--- src/rtl/approx_mul_err_monitor_if.sv ---
// Beat stream between the approximate multiplier and its error monitor.
//   in_valid  : operand/product beat valid (producer -> monitor)
//   in_ready  : monitor accepts a beat this cycle (monitor -> producer)
//   a, b      : 8-bit multiplier operands
//   prod_apx  : 16-bit approximate product under test
// master = producer side, slave = monitor side.
interface approx_mul_err_monitor_if;
  logic        in_valid;
  logic        in_ready;
  logic [7:0]  a;
  logic [7:0]  b;
  logic [15:0] prod_apx;

  modport master (output in_valid, a, b, prod_apx, input in_ready);
  modport slave  (input in_valid, a, b, prod_apx, output in_ready);
endinterface

--- src/rtl/approx_mul_err_monitor.sv ---
// Error-metric accumulator for an 8x8 approximate multiplier.
// For each accepted beat the exact product is recomputed, the error distance
// ED = |exact - approx| is derived, and over a programmed run length the block
// accumulates the error count, the ED sum and the maximum ED together with the
// operands that first produced it.
// Ports:
//   clk, rst      : clock, synchronous active-high reset
//   start         : one-cycle run request, honoured only when idle
//   num_samples   : run length, captured with an accepted start
//   beat          : operand/product stream (slave side of the interface)
//   busy          : run in progress
//   done          : one-cycle pulse, statistics final and stable
//   err_cnt       : samples with ED != 0 (saturating)
//   ed_sum        : sum of ED (saturating)
//   ed_max        : largest ED seen
//   max_a, max_b  : operands of the first sample reaching ed_max
module approx_mul_err_monitor #(
  parameter int unsigned CNT_W = 17,
  parameter int unsigned SUM_W = 32
) (
  input  logic                     clk,
  input  logic                     rst,
  input  logic                     start,
  input  logic [CNT_W-1:0]         num_samples,
  approx_mul_err_monitor_if.slave  beat,
  output logic                     busy,
  output logic                     done,
  output logic [CNT_W-1:0]         err_cnt,
  output logic [SUM_W-1:0]         ed_sum,
  output logic [15:0]              ed_max,
  output logic [7:0]               max_a,
  output logic [7:0]               max_b
);

  typedef enum logic [1:0] {
    IDLE,
    RUN,
    DRAIN
  } state_t;

  state_t           state, state_nxt;
  logic [CNT_W-1:0] remaining, remaining_nxt;
  logic             done_nxt;
  logic             clr_stats;
  logic             accept;

  // Pipeline: beats land in a capture register on the accepting edge, then
  // pass S1 (exact product), S2 (error distance) and S3 (accumulators).
  // This puts the statistics update three edges after acceptance.
  logic        p0_vld, p1_vld, p2_vld;
  logic [7:0]  p0_a, p0_b, p1_a, p1_b, p2_a, p2_b;
  logic [15:0] p0_apx, p1_apx, p1_exact, p2_ed;
  logic        p2_nz;

  logic [SUM_W:0] sum_ext;

  // ---------------- FSM ----------------
  always_ff @(posedge clk) begin
    if (rst) begin
      state     <= IDLE;
      remaining <= '0;
      done      <= 1'b0;
    end else begin
      state     <= state_nxt;
      remaining <= remaining_nxt;
      done      <= done_nxt;
    end
  end

  always_comb begin
    state_nxt     = state;
    remaining_nxt = remaining;
    done_nxt      = 1'b0;
    clr_stats     = 1'b0;
    accept        = 1'b0;
    beat.in_ready = 1'b0;
    busy          = (state != IDLE);
    case (state)
      IDLE: begin
        if (start) begin
          clr_stats     = 1'b1;
          remaining_nxt = num_samples;
          if (num_samples == '0) done_nxt  = 1'b1;
          else                   state_nxt = RUN;
        end
      end
      RUN: begin
        beat.in_ready = 1'b1;
        accept        = beat.in_valid;
        if (accept) begin
          remaining_nxt = remaining - CNT_W'(1);
          if (remaining == CNT_W'(1)) state_nxt = DRAIN;
        end
      end
      DRAIN: begin
        // No new beats enter in DRAIN, so the last beat is the one alone in S2.
        if (p2_vld && !p1_vld && !p0_vld) begin
          state_nxt = IDLE;
          done_nxt  = 1'b1;
        end
      end
      default: state_nxt = IDLE;
    endcase
  end

  // ---------------- pipeline ----------------
  always_ff @(posedge clk) begin
    if (rst) begin
      p0_vld <= 1'b0;
      p1_vld <= 1'b0;
      p2_vld <= 1'b0;
    end else begin
      p0_vld <= accept;
      p1_vld <= p0_vld;
      p2_vld <= p1_vld;
    end
  end

  always_ff @(posedge clk) begin
    if (accept) begin
      p0_a   <= beat.a;
      p0_b   <= beat.b;
      p0_apx <= beat.prod_apx;
    end
    p1_a     <= p0_a;
    p1_b     <= p0_b;
    p1_apx   <= p0_apx;
    p1_exact <= 16'(p0_a) * 16'(p0_b);
    p2_a     <= p1_a;
    p2_b     <= p1_b;
    p2_ed    <= (p1_exact >= p1_apx) ? (p1_exact - p1_apx) : (p1_apx - p1_exact);
    p2_nz    <= (p1_exact != p1_apx);
  end

  // ---------------- accumulators ----------------
  always_comb begin
    sum_ext = {1'b0, ed_sum} + (SUM_W+1)'(p2_ed);
  end

  always_ff @(posedge clk) begin
    if (rst || clr_stats) begin
      err_cnt <= '0;
      ed_sum  <= '0;
      ed_max  <= '0;
      max_a   <= '0;
      max_b   <= '0;
    end else if (p2_vld) begin
      if (p2_nz && (err_cnt != '1)) err_cnt <= err_cnt + CNT_W'(1);
      ed_sum <= sum_ext[SUM_W] ? '1 : sum_ext[SUM_W-1:0];
      // Strictly greater: ties keep the earlier sample's operands.
      if (p2_ed > ed_max) begin
        ed_max <= p2_ed;
        max_a  <= p2_a;
        max_b  <= p2_b;
      end
    end
  end

endmodule

--- src/flat_wrapper.sv ---
// flat-port wrapper written by rule: the top's interface ports become plain ports
module approx_mul_err_monitor_flat 
#(
  parameter int unsigned CNT_W = 17,
  parameter int unsigned SUM_W = 32
)
  (clk, rst, start, num_samples, busy, done, err_cnt, ed_sum, ed_max, max_a, max_b, beat_in_valid, beat_a, beat_b, beat_prod_apx, beat_in_ready);
  approx_mul_err_monitor_if beat_i ();
  input  logic clk;
  input  logic rst;
  input  logic start;
  input  logic [CNT_W-1:0] num_samples;
  output logic busy;
  output logic done;
  output logic [CNT_W-1:0] err_cnt;
  output logic [SUM_W-1:0] ed_sum;
  output logic [15:0] ed_max;
  output logic [7:0] max_a;
  output logic [7:0] max_b;
  input wire logic [$bits(beat_i.in_valid)-1:0] beat_in_valid;
  input wire logic [$bits(beat_i.a)-1:0] beat_a;
  input wire logic [$bits(beat_i.b)-1:0] beat_b;
  input wire logic [$bits(beat_i.prod_apx)-1:0] beat_prod_apx;
  output wire logic [$bits(beat_i.in_ready)-1:0] beat_in_ready;
  assign beat_i.in_valid = beat_in_valid;
  assign beat_i.a = beat_a;
  assign beat_i.b = beat_b;
  assign beat_i.prod_apx = beat_prod_apx;
  assign beat_in_ready = beat_i.in_ready;
  approx_mul_err_monitor #(.CNT_W(CNT_W), .SUM_W(SUM_W)) u_core (.clk(clk), .rst(rst), .start(start), .num_samples(num_samples), .beat(beat_i), .busy(busy), .done(done), .err_cnt(err_cnt), .ed_sum(ed_sum), .ed_max(ed_max), .max_a(max_a), .max_b(max_b));
endmodule
--- config.mk ---
export PLATFORM = sky130hd
export DESIGN_NAME = approx_mul_err_monitor_flat
export DESIGN_NICKNAME = d
export VERILOG_FILES = /design/src/rtl/approx_mul_err_monitor_if.sv /design/src/rtl/approx_mul_err_monitor.sv /design/src/flat_wrapper.sv
export SDC_FILE = /design/constraint.sdc
export NUM_CORES = 1
export LEC_CHECK = 0
export ABC_CLOCK_PERIOD_IN_PS = 4850
export CAP_MARGIN = 20
export CORE_MARGIN = 1.5
export CORE_UTILIZATION = 57
export CTS_CLUSTER_SIZE = 10
export DETAILED_ROUTE_END_ITERATION = 8
export MAX_ROUTING_LAYER = met4
export PLACE_DENSITY = 0.81
export SLEW_MARGIN = 20
export SYNTH_ARGS = -nofsm -noshare
export SYNTH_HDL_FRONTEND = slang
export SYNTH_SLANG_ARGS = --single-unit
export TNS_END_PERCENT = 30
--- constraint.sdc ---
create_clock -name clk -period 4.85 [get_ports clk]
set_input_delay 0.7275 -clock clk [delete_from_list [all_inputs] [get_ports clk]]
set_output_delay 0.7275 -clock clk [all_outputs]
set_load 0.02 [all_outputs]
==> results of run 1 <==
## synth_stat cells (13+ instances only)
library cell,count
a31oi_1,13
inv_1,118
nor2_1,84
nor3_1,22
nand4_1,16
nand2_1,60
nand3_1,58
and3_1,15
nor2b_1,18
xor2_1,28
a21o_1,35
xnor2_1,30
dfxtp_1,185
and2_1,60
a21oi_1,107
clkbuf_1,42
fa_1,39
ha_1,103
a211oi_1,14
o21ai_0,87
edfxtp_1,32
## sequential cells by signal, indices dropped and copies added, names as in the netlist, 2 cells and up
signal,flops
u_core.ed_sum,32
u_core.err_cnt,17
u_core.remaining,17
u_core.ed_max,16
u_core.p0_apx,16
u_core.p1_apx,16
u_core.p1_exact,16
u_core.p2_ed,16
u_core.max_a,8
u_core.max_b,8
u_core.p0_a,8
u_core.p0_b,8
u_core.p1_a,8
u_core.p1_b,8
u_core.p2_a,8
u_core.p2_b,8
u_core.state,2
## stage by stage
stage / cell area, µm² / setup slack [ns] / hold slack [ns]
6_report: 14300 / 0.357 / 0.323
5_1_grt: 14300 / 0.107 / 0.324
4_1_cts: 14300 / 0.351 / 0.324
3_5_place_dp: 13500 / 0.405 / 0.312
3_3_place_gp: 13500 / 0.475 / 0.311
2_1_floorplan: 12000 / 0.703 / 0.310
## per-layer routing
layer / global-route usage, % / share of wire [%]
met4: 7.82 / 2.9
met5: - / 0
met2: 42.3 / 46
met3: 3.18 / 5.5
met1: 34.3 / 45
## worst min path at each step
stage                        endpoint  slack, ns                   start  depth (start not counted)
2_1_floorplan  u_core.p2_a[0]$_DFF_P_       0.31  u_core.p1_a[0]$_DFF_P_                          0
3_3_place_gp   u_core.p2_a[1]$_DFF_P_       0.31  u_core.p1_a[1]$_DFF_P_                          0
3_5_place_dp   u_core.p2_b[5]$_DFF_P_       0.31  u_core.p1_b[5]$_DFF_P_                          0
4_1_cts        u_core.p2_a[4]$_DFF_P_       0.32  u_core.p1_a[4]$_DFF_P_                          0
5_1_grt        u_core.p2_a[4]$_DFF_P_       0.32  u_core.p1_a[4]$_DFF_P_                          0
6_report       u_core.p2_a[4]$_DFF_P_       0.32  u_core.p1_a[4]$_DFF_P_                          0
## kinds of logic (layout without fill, tap and decap cells)
| group | count (synthesis) | after routing | share of synthesized area [%] |
|---|---|---|---|
| and+or+nand+nor | 383 | 383 | 16.7 |
| AOI/OAI and AO/OA | 319 | 319 | 16.3 |
| DFF | 217 | 217 | 39.0 |
| buffers and inverters | 172 | 304 | 5.66 |
| adders and majority gates | 142 | 142 | 17.3 |
| xor gates and xnor gates | 58 | 58 | 4.24 |
| muxes | 10 | 10 | 0.857 |
## power breakdown
part,internal (µW),switching (µW)
clock,1060,680
combinational,820,1060
sequential,2010,146
## critical path, delay by kind of cell, from the launching register on
kind            cells  cell delay (ns)
simple gates        2             0.37
buf+inv             2             0.09
compound gates      5             0.93
flops               1             0.53
xor+xnor            1             0.15
fa+ha+maj           5             2.34
## cell type report
| cell class | instances | area (µm²) |
|---|---|---|
| inverter | 119 | 447 |
| clock buffer | 38 | 757 |
| timing repair buffer | 146 | 1440 |
| tap | 270 | 338 |
| multi-input combinational | 912 | 6640 |
| clock inverter | 1 | 5.00 |
| fill | 1611 | 6140 |
| sequential | 217 | 4660 |
==> results by group, run 1 <==
Synthesis
  • Avg Cell Area, Syn: around 9 µm²
  • Yosys reg bits: between 200 and 250
  • Synth Flop Type: dfxtp_1
  • Net Count, Synth: approximately 1500
  • Yosys warning count: 0
  • Cell variety after synth: 72
  • Syn Std Cell Area: ~0.012 mm²
  • Cell taking the most area after synthesis: dfxtp_1
  • Synth top area cells: dfxtp_1 (31%), ha_1 (11%), edfxtp_1 (8.0%), fa_1 (6.5%), a21oi_1 (4.5%)
  • Gate Count Post-Synth: 1301
  • Asr flop ratio synth: 0%
  • Area share of the largest cell type after synthesis: 30.9%
  • Post-synthesis sequential area ratio: 39.0%
  • Post-synth EDFFs: 32

STA
  • Fmax: around 220 MHz
  • RSZ-0062 raised after global routing: false
  • Fin. max-slew vios: 0
  • Final Cycle Share: between 90% and 100%
  • Post-layout min period: 4.49 ns
  • Setup TNS: 0 ns
  • Setup Skew: ~0.011 ns
  • Final setup viols: 0
  • Worst Tran Pin Value: between 0.9 and 1 ns
  • Final hold vios: 0
  • Slew margin rel.: between 30% and 40%

Clock network
  • H-tree levels: 1
  • Number of buffers created by CTS: 26
  • CTS sink cnt: 217
  • CTS tree: done
  • Cts hold-fix bufs: 0
  • Clock-pin slew on the worst setup and hold paths: ~0.050 ns
  • Post-CTS resize count: 0
  • CTS max path bufs: 3
  • CTS root buf: clkbuf_16
  • Worst-skew pair later-pin latency: approximately 0.52 ns
  • Setup bufs post-CTS: 0

Global routing
  • Overall Global Routing Usage: 26.0%
  • Initial antenna violation count: 0
  • Vias in the first global route: between 9000 and 10000
  • Largest net degree at the start of global routing: between 40 and 50
  • First-pass GRT wire length: about 45000 µm
  • Grt ovf: 0

Die
  • Starting Density: between 50% and 60%
  • Die width: ~150 µm
  • Die height: between 100 and 150 µm
  • I/O pin count: approximately 140
  • Core area: 0.0204 mm²
  • Row cnt: 52
  • Die area: around 0.022 mm²

Run status
  • Run status: completed

Critical path
  • R2r startpoint: u_core.p0_b[4]$_DFFE_PP_
  • Req. time, crit path: 5.30 ns
  • Most used cell, CP: fa_1
  • Critical path launch point type: register
  • CP Class: reg -> reg
  • R2r setup slk: 0.36 ns
  • Slowest CP cell: fa_1
  • Worst Setup EP: u_core.p1_exact[15]$_DFF_P_
  • Slowest stage delay, CP: about 0.55 ns
  • WP data arrival: between 4 and 5 ns
  • Crit path launch: u_core.p0_b[4]$_DFFE_PP_
  • Worst R2R Path Depth: 15
  • Critical Path End Type: register
  • Worst-path fanout max: 9
  • RR Endpoint: u_core.p1_exact[15]$_DFF_P_
  • Cell Chain, Critical Path: and2_1 -> fa_1 -> fa_1 -> inv_1 -> fa_1 -> fa_1 -> inv_1 -> ha_1 -> o21a_1 -> nor2_1 -> o21bai_1 -> a31oi_1 -> o21ai_0 -> o41ai_1 -> xnor2_1

Power and ir drop
  • Power consumption: between 5000 and 6000 µW
  • LEAKAGE: between 0.005 and 0.006 µW
  • Pwr Density: between 400 and 500 mW/mm²
  • Maximum vdd drop: 0.317 mV

Drt
  • ANT nets after route: 0
  • Vias per cell: roughly 5.7
  • DRT iter0 DRCs: 602
  • Post-route DRC: 0
  • WL final: ~27000 µm
  • Drt wl/cell: about 16 µm
  • DR pass1 iterations: 5
  • Routed vias: about 9700

Layout
  • Layout area overhead: 19.4%
  • Final net count: about 1600
  • Final non-filler cell total: roughly 1700
  • Most frequent cells in the layout: dfxtp_1 (185), clkdlybuf4s50_1 (136), inv_1 (118), a21oi_1 (106), ha_1 (103)
  • Final core occ: 70.0%
  • Share of layout cells above drive strength 1: around 4.2%
  • Diode count: 0
  • Commonest non-fill, non-tap cell in the layout: dfxtp_1

Flow run
  • MaxCap Viol Count: 0

Place
  • Post-DP HPWL: 20600 µm
  • GPL Wtd Cong: around 0.9
  • Dpl cells: approximately 1700
  • Port buffer count: around 140

Hold path
  • Worst hold path type: reg -> reg
No activity file was read; power rests on OpenSTA's default activity.
==> inputs of run 2 (changes only) <==
--- a/config.mk
+++ b/config.mk
@@ -8,11 +8,10 @@
 export ABC_CLOCK_PERIOD_IN_PS = 4850
 export CAP_MARGIN = 20
 export CORE_MARGIN = 1.5
-export CORE_UTILIZATION = 57
+export CORE_UTILIZATION = 30
 export CTS_CLUSTER_SIZE = 10
 export DETAILED_ROUTE_END_ITERATION = 8
 export MAX_ROUTING_LAYER = met4
-export PLACE_DENSITY = 0.81
 export SLEW_MARGIN = 20
 export SYNTH_ARGS = -nofsm -noshare
 export SYNTH_HDL_FRONTEND = slang
==> run 2 against run 1 <==
Net effect: final cell count grew 15%; sequential cell count is the same; combinational power is essentially flat; design area grew 2.4%; clock power grew 6%; clock skew grew 0.00070 ns; count of clock-buffer cells in the layout grew 2; first-iteration DRC count shrank 4.3%; maximum frequency shrank 0.22%; global-route usage shrank 11 points; critical path depth is the same; non-clock buffer count shrank 2.
==> results by group, run 2 (synthesized netlist as in run 1, its figures left out) <==
STA
  • Final hold vios: 0
  • Final setup viols: 0
  • Final Cycle Share: 92.8%
  • Setup TNS: 0 ns
  • Slew margin rel.: ~34%
  • Fin. max-slew vios: 0
  • Fmax: about 220 MHz
  • Setup Skew: 0.0116 ns
  • Worst Tran Pin Value: about 0.99 ns
  • RSZ-0062 raised after global routing: false
  • Final worst slack: approximately 0.35 ns
  • Post-layout min period: ~4.5 ns

Critical path
  • CP Class: reg -> reg
  • Worst-path fanout max: 9
  • WP data arrival: roughly 5 ns
  • Req. time, crit path: 5.32 ns
  • Critical Path End Type: register
  • Critical path launch point type: register
  • Worst R2R Path Depth: 15

Layout
  • Final core occ: 37.5%
  • Top Registers: u_core.ed_sum (32), u_core.err_cnt (17), u_core.remaining (17)
  • Final non-filler cell total: just under 2000
  • Top reg by flops: u_core.ed_sum
  • Layout area overhead: 22.2%
  • Diode count: 0
  • Most frequent cells in the layout: dfxtp_1 (185), clkdlybuf4s50_1 (136), inv_1 (118), a21oi_1 (106), ha_1 (103)
  • Share of layout cells above drive strength 1: 4.32%
  • Commonest non-fill, non-tap cell in the layout: dfxtp_1
  • Final net count: approximately 1600
  • Largest register FFs: 32

Die
  • Starting Density: approximately 30%
  • Die height: roughly 200 µm
  • Die width: 203 µm
  • Core area: 0.0390 mm²
  • Die area: slightly above 0.04 mm²
  • I/O pin count: 137
  • Row cnt: between 70 and 80

Clock network
  • Cts hold-fix bufs: 0
  • CTS tree: done
  • Worst-skew pair later-pin latency: between 0.5 and 0.6 ns
  • CTS root buf: clkbuf_16
  • Number of buffers created by CTS: 27
  • CTS sink cnt: 217
  • H-tree levels: 1
  • Setup bufs post-CTS: 0
  • CTS max path bufs: 3
  • Post-CTS resize count: 0
  • Clock-pin slew on the worst setup and hold paths: about 0.060 ns

Drt
  • DRT iter0 DRCs: about 580
  • Post-route DRC: 0
  • WL final: 29700 µm
  • DR pass1 iterations: 5
  • Drt wl/cell: between 15 and 20 µm
  • Vias per cell: between 4 and 5
  • ANT nets after route: 0
  • Routed vias: 9393

Global routing
  • Grt ovf: 0
  • First-pass GRT wire length: ~48000 µm
  • Vias in the first global route: a little over 9000
  • Overall Global Routing Usage: 14.9%
  • Largest net degree at the start of global routing: 34
  • Initial antenna violation count: 0

Power and ir drop
  • Power consumption: around 5900 µW
  • Pwr Density: 401 mW/mm²
  • Maximum vdd drop: between 0.2 and 0.3 mV
  • LEAKAGE: approximately 0.006 µW

Place
  • Post-DP HPWL: between 20000 and 25000 µm
  • Pre-CTS setup slack: 0.345 ns
  • Dpl cells: ~1900
  • GPL Wtd Cong: 0.858
  • Port buffer count: between 100 and 150

Hold path
  • Worst hold path type: reg -> reg
  • Hold Path Depth: 0

Flow run
  • MaxCap Viol Count: 0

Run status
  • Run status: completed
run 2: layout make-up:
type                       count  area (µm²)
multi-input combinational    912        6650
inverter                     119         447
sequential                   217        4660
timing repair buffer         144        1420
clock inverter                 3        20.0
clock buffer                  40         785
fill                        3864       24400
tap                          518         648
run 2: power by group:
part / switching, µW / internal (µW) / total, µW / leakage [µW]
registers: 153 / 2010 / 2160 / 0.00182
logic: 1040 / 820 / 1860 / 0.00370
clock network: 739 / 1100 / 1840 / 0.000397
total: 1930 / 3930 / 5860 / 0.00591
run 2: per-layer routing:
layer  vias up  share of wire (%)  global-route usage [%]
li1       4758                  -                       -
met1      4426                 48                    19.7
met2       174                 45                    23.7
met3        35                4.2                    2.31
met4         0                2.0                    4.15
met5         -                  0                       -
run 2: final timing paths:
path	from	end	slack [ns]
worst min-delay path	u_core.p1_b[5]$_DFF_P_	u_core.p2_b[5]$_DFF_P_	0.33
worst min register to register	u_core.p1_b[5]$_DFF_P_	u_core.p2_b[5]$_DFF_P_	0.33
worst max register to register	u_core.p0_a[1]$_DFFE_PP_	u_core.p1_exact[15]$_DFF_P_	0.35
worst max-delay path	u_core.p0_a[1]$_DFFE_PP_	u_core.p1_exact[15]$_DFF_P_	0.35
run 2: per-stage QoR:
| step | area [µm²] | hold slack, ns |
|---|---|---|
| 2_1_floorplan | 12000 | 0.310 |
| 3_3_place_gp | 13800 | 0.315 |
| 3_5_place_dp | 13800 | 0.313 |
| 4_1_cts | 14600 | 0.326 |
| 5_1_grt | 14600 | 0.332 |
| 6_report | 14600 | 0.326 |
run 2: worst max-delay path, cell delays in order, from the launching register on:
cell and delay [ns]:
edfxtp_1 0.51, and2_1 0.23, fa_1 0.45, fa_1 0.56
inv_1 0.05, fa_1 0.46, fa_1 0.54, inv_1 0.04
ha_1 0.32, o21a_1 0.12, nor2_1 0.16, o21bai_1 0.10
a31oi_1 0.21, o21ai_0 0.14, o41ai_1 0.36, xnor2_1 0.16
==> inputs of run 3 (changes only) <==
--- a/config.mk
+++ b/config.mk
@@ -12,6 +12,7 @@
 export CTS_CLUSTER_SIZE = 10
 export DETAILED_ROUTE_END_ITERATION = 8
 export MAX_ROUTING_LAYER = met4
+export RECOVER_POWER = 25
 export SLEW_MARGIN = 20
 export SYNTH_ARGS = -nofsm -noshare
 export SYNTH_HDL_FRONTEND = slang
==> run 3 against run 2 <==
Net effect: via count hardly changed; design area barely moved; register-to-register slack hardly changed; sequential power about the same; non-clock buffer count is the same; power shrank 0.10%; maximum frequency barely moved; critical path depth unchanged; count of clock-buffer cells in the layout unchanged; hold slack stayed put; clock skew increased by 0.00089 ns; critical path type unchanged.
==> results by group, run 3 (synthesized netlist as in run 1, its figures left out) <==
Clock network
  • Post-CTS resize count: 0
  • CTS tree: done
  • Clock-pin slew on the worst setup and hold paths: roughly 0.06 ns
  • Worst-skew pair later-pin latency: between 0.5 and 0.6 ns
  • Cts hold-fix bufs: 0
  • Number of buffers created by CTS: 27
  • CTS root buf: clkbuf_16
  • CTS max path bufs: 3
  • H-tree levels: 1
  • CTS sink cnt: between 200 and 250
  • Setup bufs post-CTS: 0

Critical path
  • Worst R2R Path Depth: 15
  • Critical path launch point type: register
  • CP Class: reg -> reg
  • Levels on crit path: 15
  • Cell Chain, Critical Path: and2_1 -> fa_1 -> fa_1 -> inv_1 -> fa_1 -> fa_1 -> inv_1 -> ha_1 -> o21a_1 -> nor2_1 -> o21bai_1 -> a31oi_1 -> o21ai_0 -> o41ai_1 -> xnor2_1
  • Slowest CP cell: fa_1
  • Cell family with most CP delay: adder cells
  • Worst-path fanout max: 9
  • Buf+Inv Stages, Crit Path: 2
  • Most used cell, CP: fa_1
  • Critical Path End Type: register
  • Slowest stage delay, CP: about 0.56 ns
  • WP data arrival: between 4 and 5 ns
  • Req. time, crit path: 5.32 ns

Place
  • Port buffer count: roughly 140
  • Post-DP HPWL: around 23000 µm
  • Dpl cells: around 1900
  • GPL Wtd Cong: roughly 0.86

Global routing
  • Largest net degree at the start of global routing: 34
  • First-pass GRT wire length: approximately 48000 µm
  • Overall Global Routing Usage: between 10 and 15%
  • Grt ovf: 0
  • Initial antenna violation count: 0
  • Vias in the first global route: roughly 9300

STA
  • Slew margin rel.: 20.5%
  • Fmax: about 220 MHz
  • RSZ-0062 raised after global routing: false
  • Setup Skew: approximately 0.012 ns
  • Final Cycle Share: between 90% and 100%
  • Post-layout min period: 4.50 ns
  • Setup TNS: 0 ns
  • WHS: ~0.33 ns
  • Final hold vios: 0
  • Fin. max-slew vios: 0
  • Final setup viols: 0
  • Worst Tran Pin Value: about 1.2 ns

Die
  • Die height: between 200 and 250 µm
  • Core area: 0.0390 mm²
  • Die width: between 200 and 250 µm
  • I/O pin count: approximately 140
  • Starting Density: 30.7%
  • Row cnt: slightly above 70
  • Die area: 0.0411 mm²

Layout
  • Layout area overhead: 22.2%
  • Diode count: 0
  • Fill cell count: 3866
  • Top Registers: u_core.ed_sum (32), u_core.err_cnt (17), u_core.remaining (17)
  • Final non-filler cell total: slightly below 2000
  • Final core occ: around 38%
  • Share of layout cells above drive strength 1: roughly 4.3%
  • Top reg by flops: u_core.ed_sum
  • Largest register FFs: 32
  • Final net count: between 1500 and 2000
  • Commonest non-fill, non-tap cell in the layout: dfxtp_1
  • Most frequent cells in the layout: dfxtp_1 (185), inv_1 (118), a21oi_1 (106), clkdlybuf4s50_1 (104), ha_1 (103)

Drt
  • DR pass1 iterations: 5
  • Drt wl/cell: about 15 µm
  • Post-route DRC: 0
  • Routed vias: 9399
  • WL final: slightly below 30000 µm
  • Vias per cell: between 4 and 5
  • ANT nets after route: 0
  • DRT iter0 DRCs: between 500 and 600

Power and ir drop
  • Pwr Density: roughly 400 mW/mm²
  • Power consumption: just under 6000 µW
  • LEAKAGE: 0.00592 µW
  • Maximum vdd drop: 0.252 mV

Run status
  • Run status: completed

Flow run
  • MaxCap Viol Count: 0

Hold path
  • Worst hold path type: reg -> reg
  • Hold Path Depth: 0
-- run 3: stage by stage --
stage          worst slack [ns]  area [µm²]
2_1_floorplan             0.703       12000
3_3_place_gp              0.489       13800
3_5_place_dp              0.345       13800
4_1_cts                   0.334       14600
5_1_grt                  0.0381       14600
6_report                  0.347       14600
-- run 3: worst reg2reg max path: stages (launching register included) --
cell	delay [ns]
edfxtp_1	0.51
and2_1	0.23
fa_1	0.45
fa_1	0.56
inv_1	0.06
fa_1	0.46
fa_1	0.54
inv_1	0.04
ha_1	0.32
o21a_1	0.12
nor2_1	0.16
o21bai_1	0.10
a31oi_1	0.21
o21ai_0	0.14
o41ai_1	0.36
xnor2_1	0.16
-- run 3: layout make-up --
| class | instances | area [µm²] | share of cell area, % |
|---|---|---|---|
| timing repair buffer | 144 | 1420 | 9.69 |
| clock buffer | 40 | 785 | 5.36 |
| multi-input combinational | 912 | 6650 | 45.4 |
| sequential | 217 | 4660 | 31.9 |
| tap | 518 | 648 | 4.43 |
| inverter | 119 | 447 | 3.05 |
| clock inverter | 3 | 20.0 | 0.137 |
-- run 3: path summary, 6_finish.rpt --
kind | from | to | slack [ns]
worst max-delay path | u_core.p0_a[1]$_DFFE_PP_ | u_core.p1_exact[15]$_DFF_P_ | 0.35
worst min-delay path | u_core.p1_b[5]$_DFF_P_ | u_core.p2_b[5]$_DFF_P_ | 0.33
worst max register to register | u_core.p0_a[1]$_DFFE_PP_ | u_core.p1_exact[15]$_DFF_P_ | 0.35
worst min register to register | u_core.p1_b[5]$_DFF_P_ | u_core.p2_b[5]$_DFF_P_ | 0.33
-- run 3: where the power goes --
group,internal (µW),switching (µW),leakage [µW]
clock network,1100,740,0.000397
logic,815,1040,0.00370
registers,2010,153,0.00182
total,3920,1930,0.00592
-- run 3: metal layers --
metal  part of all wire [%]  vias up  global-route usage [%]  routed length, µm
li1                       -     4758                       -                  -
met1                     48     4443                    19.7              14400
met2                     45      162                    23.7              13500
met3                    4.1       36                    2.31               1210
met4                    2.0        0                    4.15                597
met5                      0        -                       -                  0
